$ cat config.mk
export PLATFORM = sky130hd
export DESIGN_NAME = gb_cpu_hram_responder
export DESIGN_NICKNAME = d
export VERILOG_FILES = /design/src/rtl/gb_cpu_common_pkg.sv /design/src/rtl/gb_cpu_hram.sv /design/src/rtl/gb_cpu_hram_responder.sv
export SDC_FILE = /design/constraint.sdc
export NUM_CORES = 1
export LEC_CHECK = 0
export BUFFER_PORTS_ARGS = -buffer_cell sky130_fd_sc_hd__buf_2
export CAP_MARGIN = 20
export CORE_ASPECT_RATIO = 0.8
export CORE_MARGIN = 4
export CORE_UTILIZATION = 25
export CTS_CLUSTER_DIAMETER = 80
export DETAILED_ROUTE_END_ITERATION = 6
export GPL_TIMING_DRIVEN = 0
export PLACE_DENSITY = 0.39
export SETUP_SLACK_MARGIN = 0.4
export SYNTH_ARGS = -nofsm -noshare
export SYNTH_HDL_FRONTEND = slang
export SYNTH_SLANG_ARGS = --single-unit
export TNS_END_PERCENT = 1
$ cat constraint.sdc
create_clock -name clk -period 4 [get_ports clk]
set_input_delay 0.2 -clock clk [delete_from_list [all_inputs] [get_ports clk]]
set_output_delay 0.2 -clock clk [all_outputs]
set_load 0.005 [all_outputs]
$ cat src/rtl/gb_cpu_common_pkg.sv
// Shared Game Boy CPU definitions: interrupt bit map, IE address, IRQ vector type.
// Latency: n/a (types and constants only).
// Backpressure: n/a.
package gb_cpu_common_pkg;

  // Interrupt source bit positions inside IE/IF
  localparam int unsigned IRQ_VBLANK = 0;
  localparam int unsigned IRQ_STAT   = 1;
  localparam int unsigned IRQ_TIMER  = 2;
  localparam int unsigned IRQ_SERIAL = 3;
  localparam int unsigned IRQ_JOYPAD = 4;

  // Interrupt-enable register lives at the very top of the address map
  localparam logic [15:0] IE_ADDR = 16'hFFFF;

  // Last valid HRAM address; HRAM never reaches IE_ADDR
  localparam logic [15:0] HRAM_LAST = 16'hFFFE;

  // One bit per interrupt source
  typedef logic [IRQ_JOYPAD:0] irq_vec_t;

  // Which register/storage an address decodes to
  typedef enum logic [1:0] {
    TGT_NONE = 2'd0,
    TGT_HRAM = 2'd1,
    TGT_IE   = 2'd2,
    TGT_IF   = 2'd3
  } tgt_e;

endpackage

$ cat src/rtl/gb_cpu_hram.sv
// 127x8 high RAM: synchronous write, combinational read, not reset.
// Latency: read 0 cycles (combinational), write lands at the rising edge.
// Backpressure: none; accepts one access every cycle.
module gb_cpu_hram (
  input  logic       clk,
  input  logic       we_i,
  input  logic [6:0] addr_i,
  input  logic [7:0] wdata_i,
  output logic [7:0] rdata_o
);

  logic [7:0] mem_q [0:126];

  // Index 127 has no storage behind it; return open-bus value
  assign rdata_o = (addr_i == 7'd127) ? 8'hFF : mem_q[addr_i];

  // Byte write; contents deliberately survive reset
  always_ff @(posedge clk) begin
    if (we_i && (addr_i != 7'd127)) begin
      mem_q[addr_i] <= wdata_i;
    end
  end

endmodule

$ cat src/rtl/gb_cpu_hram_responder.sv
// Bus responder for HRAM, IE and IF: address decode, interrupt flag logic, registered read port.
// Latency: read data and rdata_valid one cycle after an accepted read; writes land at the edge.
// Backpressure: none; a read or write can be accepted every cycle at full rate.
module gb_cpu_hram_responder
  import gb_cpu_common_pkg::*;
#(
  parameter logic [15:0] HRAM_BASE = 16'hFF80,
  parameter logic [15:0] IF_ADDR   = 16'hFF0F
) (
  input  logic        clk,
  input  logic        reset,
  input  logic [15:0] addr,
  input  logic        rd_en,
  input  logic        wr_en,
  input  logic [7:0]  wdata,
  input  irq_vec_t    irq_req,
  input  irq_vec_t    irq_ack,
  output logic        hit,
  output logic [7:0]  rdata,
  output logic        rdata_valid,
  output logic [7:0]  ie_out,
  output irq_vec_t    if_out,
  output logic        irq_pending
);

  tgt_e        tgt;
  logic [15:0] hram_off;
  logic        hram_sel;
  logic        rd_acc;
  logic        wr_acc;
  logic [7:0]  hram_rdata;
  logic [7:0]  rd_mux;

  logic [7:0]  ie_q, ie_d;
  irq_vec_t    if_q, if_d;
  logic [7:0]  rdata_q, rdata_d;
  logic        rvld_q, rvld_d;

  // Offset wraps for addresses below the base, so the range test also checks ordering
  assign hram_off = addr - HRAM_BASE;
  assign hram_sel = (addr >= HRAM_BASE) && (addr <= HRAM_LAST) &&
                    (hram_off[15:7] == 9'd0) && (hram_off[6:0] != 7'h7F);

  // Address decode; IE and IF win over HRAM so IE can never alias into storage
  always_comb begin
    tgt = TGT_NONE;
    if (addr == IE_ADDR) begin
      tgt = TGT_IE;
    end else if (addr == IF_ADDR) begin
      tgt = TGT_IF;
    end else if (hram_sel) begin
      tgt = TGT_HRAM;
    end
  end

  assign hit    = (tgt != TGT_NONE);
  assign rd_acc = rd_en && hit;
  assign wr_acc = wr_en && hit;

  // Writes are suppressed during reset so HRAM holds its pre-reset contents
  gb_cpu_hram u_hram (
    .clk     (clk),
    .we_i    (wr_acc && (tgt == TGT_HRAM) && !reset),
    .addr_i  (hram_off[6:0]),
    .wdata_i (wdata),
    .rdata_o (hram_rdata)
  );

  // Read source select; unimplemented IF bits read back as ones
  always_comb begin
    rd_mux = hram_rdata;
    case (tgt)
      TGT_IE:  rd_mux = ie_q;
      TGT_IF:  rd_mux = {3'b111, if_q};
      default: rd_mux = hram_rdata;
    endcase
  end

  // Next-state for IE/IF and the read stage; IF priority is set > ack > write > hold
  always_comb begin
    ie_d = ie_q;
    if (wr_acc && (tgt == TGT_IE)) begin
      ie_d = wdata;
    end
    if_d = if_q;
    if (wr_acc && (tgt == TGT_IF)) begin
      if_d = wdata[4:0];
    end
    if_d = irq_req | (~irq_ack & if_d);
    rdata_d = rd_acc ? rd_mux : rdata_q;
    rvld_d  = rd_acc;
  end

  // Register update; reset overrides every strobe and interrupt request
  always_ff @(posedge clk) begin
    if (reset) begin
      ie_q    <= 8'h00;
      if_q    <= '0;
      rdata_q <= 8'hFF;
      rvld_q  <= 1'b0;
    end else begin
      ie_q    <= ie_d;
      if_q    <= if_d;
      rdata_q <= rdata_d;
      rvld_q  <= rvld_d;
    end
  end

  assign rdata       = rdata_q;
  assign rdata_valid = rvld_q;
  assign ie_out      = ie_q;
  assign if_out      = if_q;
  assign irq_pending = |(ie_q[4:0] & if_q);

endmodule

==> results_dict.tcl <==
set metrics [dict create \
    path_buf_inv 5 \
    grt-ovfl-total 0 \
    path_cells "buf_2, buf_2, buf_4, buf_2, buf_2, o21ai_0, mux2i_2, nor2_1, nor4b_2, nand4_1, o32a_1" \
    fin_crit_ns 3.996 \
    rsz0062_at_grt "yes" \
    cts_max_path_buffers 3 \
    fin_crit_sh_pct 99.91 \
    vias 25941 \
    crit_required_ns 4.61 \
    cts_buffers 111 \
    syn_area_per_cell_um2 17.34 \
    leakagePower_nw 15.08 \
    hold_class "input pin to flip-flop" \
    coreArea_um2 159600 \
    grt_start_max_net_pins 86 \
    synth_edf_count 1016 \
    slowest_delay_ns 0.66 \
    viasPerCell 5.395 \
    final-hold-violation-count 0 \
    setup_viol 0 \
    cp_slowest_cell "nor4b_2" \
    antenna_found_initial 21 \
    place_ws_ns -1.674 \
    gp_congestion 0.9463 \
    synth-main-ff-cell "edfxtp_1" \
    path_max_fanout 10 \
    final_critical_path_setup_slack_ns 0.003686 \
    slew_headroom_pct 12.82 \
    synthCells 2321 \
    finalClockSkew_ns 0.02078 \
    hpwl_um 124200 \
    run_status "finished clean" \
    port_buffers 58 \
    ios 62 \
    worst_setup_path_start_kind "input pin" \
    drt_first_iter_violations 4059 \
    ys_seq_area_share_pct 76.90 \
    cp.arrival_ns 4.61 \
    worst_slew_pin_slew_ns 1.308 \
    grt_pass1_vias 24516 \
    p_int_mw 18.06 \
    finish.utilization_pct 30.30 \
    die_h_um 366.9 \
    slew_violations 0 \
    whs_ns 0.06049 \
    max_cap_viol_count 0 \
    ys_types 67 \
    worst_setup_hold_path_clk_slew_ns 0.06 \
    netlist_area_um2 40240 \
    htree_levels 3 \
    clockRootBuffer "clkbuf_16" \
    drt-wirelength-per-cell_um 37.72 \
    num_rows 131 \
    p_sw_mw 5.743 \
    p_per_area_nw_per_um2 492.1 \
    cp_top_family "buffers and inverters" \
    path_class "input pin to flip-flop" \
    grt.total_usage_pct 20.99 \
    peakVddDrop_v 0.0003526 \
    path_common_cell "buf_2" \
    power_frac_seq_pct 50.1 \
    drive_gt1_share_pct 22.22 \
    pwr-share-clk_pct 43.0 \
    syn-num-nets 2359 \
    dieWidth_um 456.6 \
    drtPass1Iterations 6 \
    syn_to_final_growth_pct 20.18 \
    cts_tree "built" \
    grt_first_pass_wirelength_um 235600 \
    fin_nets 2611 \
    nFillCells 15778 \
    combPwrFrac_pct 6.9 \
    die_area_um2 167500 \
    drt_wl_total_um 181400 \
    route.detailed.drc 0 \
    yosysWarnings 0 \
    power.share.switching_pct 24.13 \
    clock_sinks 1038 \
    synth-seq-cells 1038 \
    critPathCaptureType "flip-flop" \
    ant_nets 0 \
    initial_utilization_pct 25.21 \
    tns_ns 0 \
    timing.fmax_mhz 250.2 \
    clk_latency_ns 0.74 \
    async_flop_share_pct 0 \
]
[what timing repair did]
action	4_1_cts	5_1_grt
endpoints found under the setup margin	1018	563
hold buffers	16	0
endpoints found under the hold margin	217	0
pin swaps	1	0
gates resized for setup	79	37
setup buffers	1	0
[synthesized netlist by cell type, drive strengths merged, types with 7 or more instances]
cell,n,area share [%]
a21oi,86,1.1
a221o,26,0.65
a221oi,92,2.0
a222oi,13,0.32
a22o,29,0.63
a22oi,97,1.8
a31oi,32,0.50
and2,7,0.11
and3,7,0.11
buf,73,0.96
clkbuf,84,0.78
dfxtp,22,1.1
edfxtp,1016,76
inv,9,0.084
mux2,65,1.8
mux2i,73,1.8
mux4,71,4.0
nand2,86,0.80
nand3,30,0.37
nor2,219,2.0
nor2b,9,0.14
o211ai,14,0.26
o21ai,56,0.70
o22ai,9,0.14
[sequential cells by signal, summed over array words and instances (netlist names)]
signal / cells
u_hram.mem_q: 1016
if_out: 5
ie_out: 8
rdata: 8
rdata_valid: 1
[cell usage in the layout (no fill, tap or decap), types with 9 or more instances in the layout]
cell and instances:
a21oi_1 85, a221o_1 26, a221oi_1 91, a222oi_1 13
a22o_1 29, a22oi_1 96, a31oi_1 31, buf_16 12
buf_2 94, buf_4 27, buf_6 13, buf_8 37
clkbuf_1 87, clkbuf_16 113, clkbuf_2 17, clkinv_1 24
clkinv_2 26, dfxtp_1 22, diode_2 11, dlygate4sd3_1 16
edfxtp_1 1016, inv_1 9, mux2_2 65, mux2i_1 72
mux4_2 71, nand2_1 81, nand3_1 30, nor2_1 154
nor2_2 59, nor2b_1 9, o211ai_1 14, o21ai_0 56
o22ai_1 9
[layout make-up]
class                           count  area, µm²  area share (%)
Multi-Input combinational cell   1115       8832           18.26
Antenna cell                       11      27.53         0.05691
Sequential cell                  1038      30950           63.99
Buffer                            156      785.8           1.625
Clock inverter                     70      610.6           1.262
Timing Repair Buffer              140       1531           3.166
Tap cell                         2128       2663           5.505
Clock buffer                      139       2925           6.048
Inverter                           11      41.29         0.08537
[power by group through the flow]
stage	clock, mW	combinational, mW	sequential (mW)
finish	10.2	1.63	11.9
global route	10.8	1.64	11.9
CTS	10.4	1.57	11.9
detailed placement	0	1.55	12.2
global placement	0	1.45	12.2
floorplan	0	0.543	12.2
[metal layers]
metal / track usage, % / up-vias / wire length (µm)
met4: 5.561 / 6 / 5470
met2: 30.00 / 1655 / 75640
li1: - / 10034 / -
met3: 7.131 / 269 / 21440
met1: 30.24 / 13977 / 78660
met5: 0 / - / 151
[metrics by stage]
step | cells | area (µm²) | total power, mW
after global routing | 4798 | 48340 | 24.37
after floorplan | 2321 | 40240 | 12.71
after detailed placement | 4569 | 44280 | 13.71
after CTS | 4794 | 48180 | 23.87
final | 4808 | 48370 | 23.80
after global placement | 4507 | 43200 | 13.63
[path summary, 6_finish.rpt]
check	start	end	slack, ns	depth (start not counted)
setup / recovery	addr[1]	rdata[6]	0.004	11
hold / removal	wdata[5]	u_hram.mem_q[92][5]	0.06	1
setup reg to reg	u_hram.mem_q[123][6]	rdata[6]	0.73	6
hold reg to reg	ie_out[7]	ie_out[7]	0.57	2
[worst register-to-register path, stage by stage, from the launching register on]
cell	delay (ns)
edfxtp_1	0.36
mux4_2	0.48
mux2i_2	0.57
nor2_1	0.18
nor4b_2	0.67
nand4_1	0.44
o32a_1	0.45
[kinds of logic (layout without fill, tap and decap cells)]
group | Yosys count | in the layout | share of synthesized area [%]
flops | 1038 | 1038 | 76.90
mux | 209 | 209 | 7.608
compound gates | 514 | 514 | 9.383
buf+inv | 168 | 516 | 1.844
simple gates | 392 | 392 | 4.262
other cells | 0 | 11 | 0
Power figures use the tool's default switching activity.
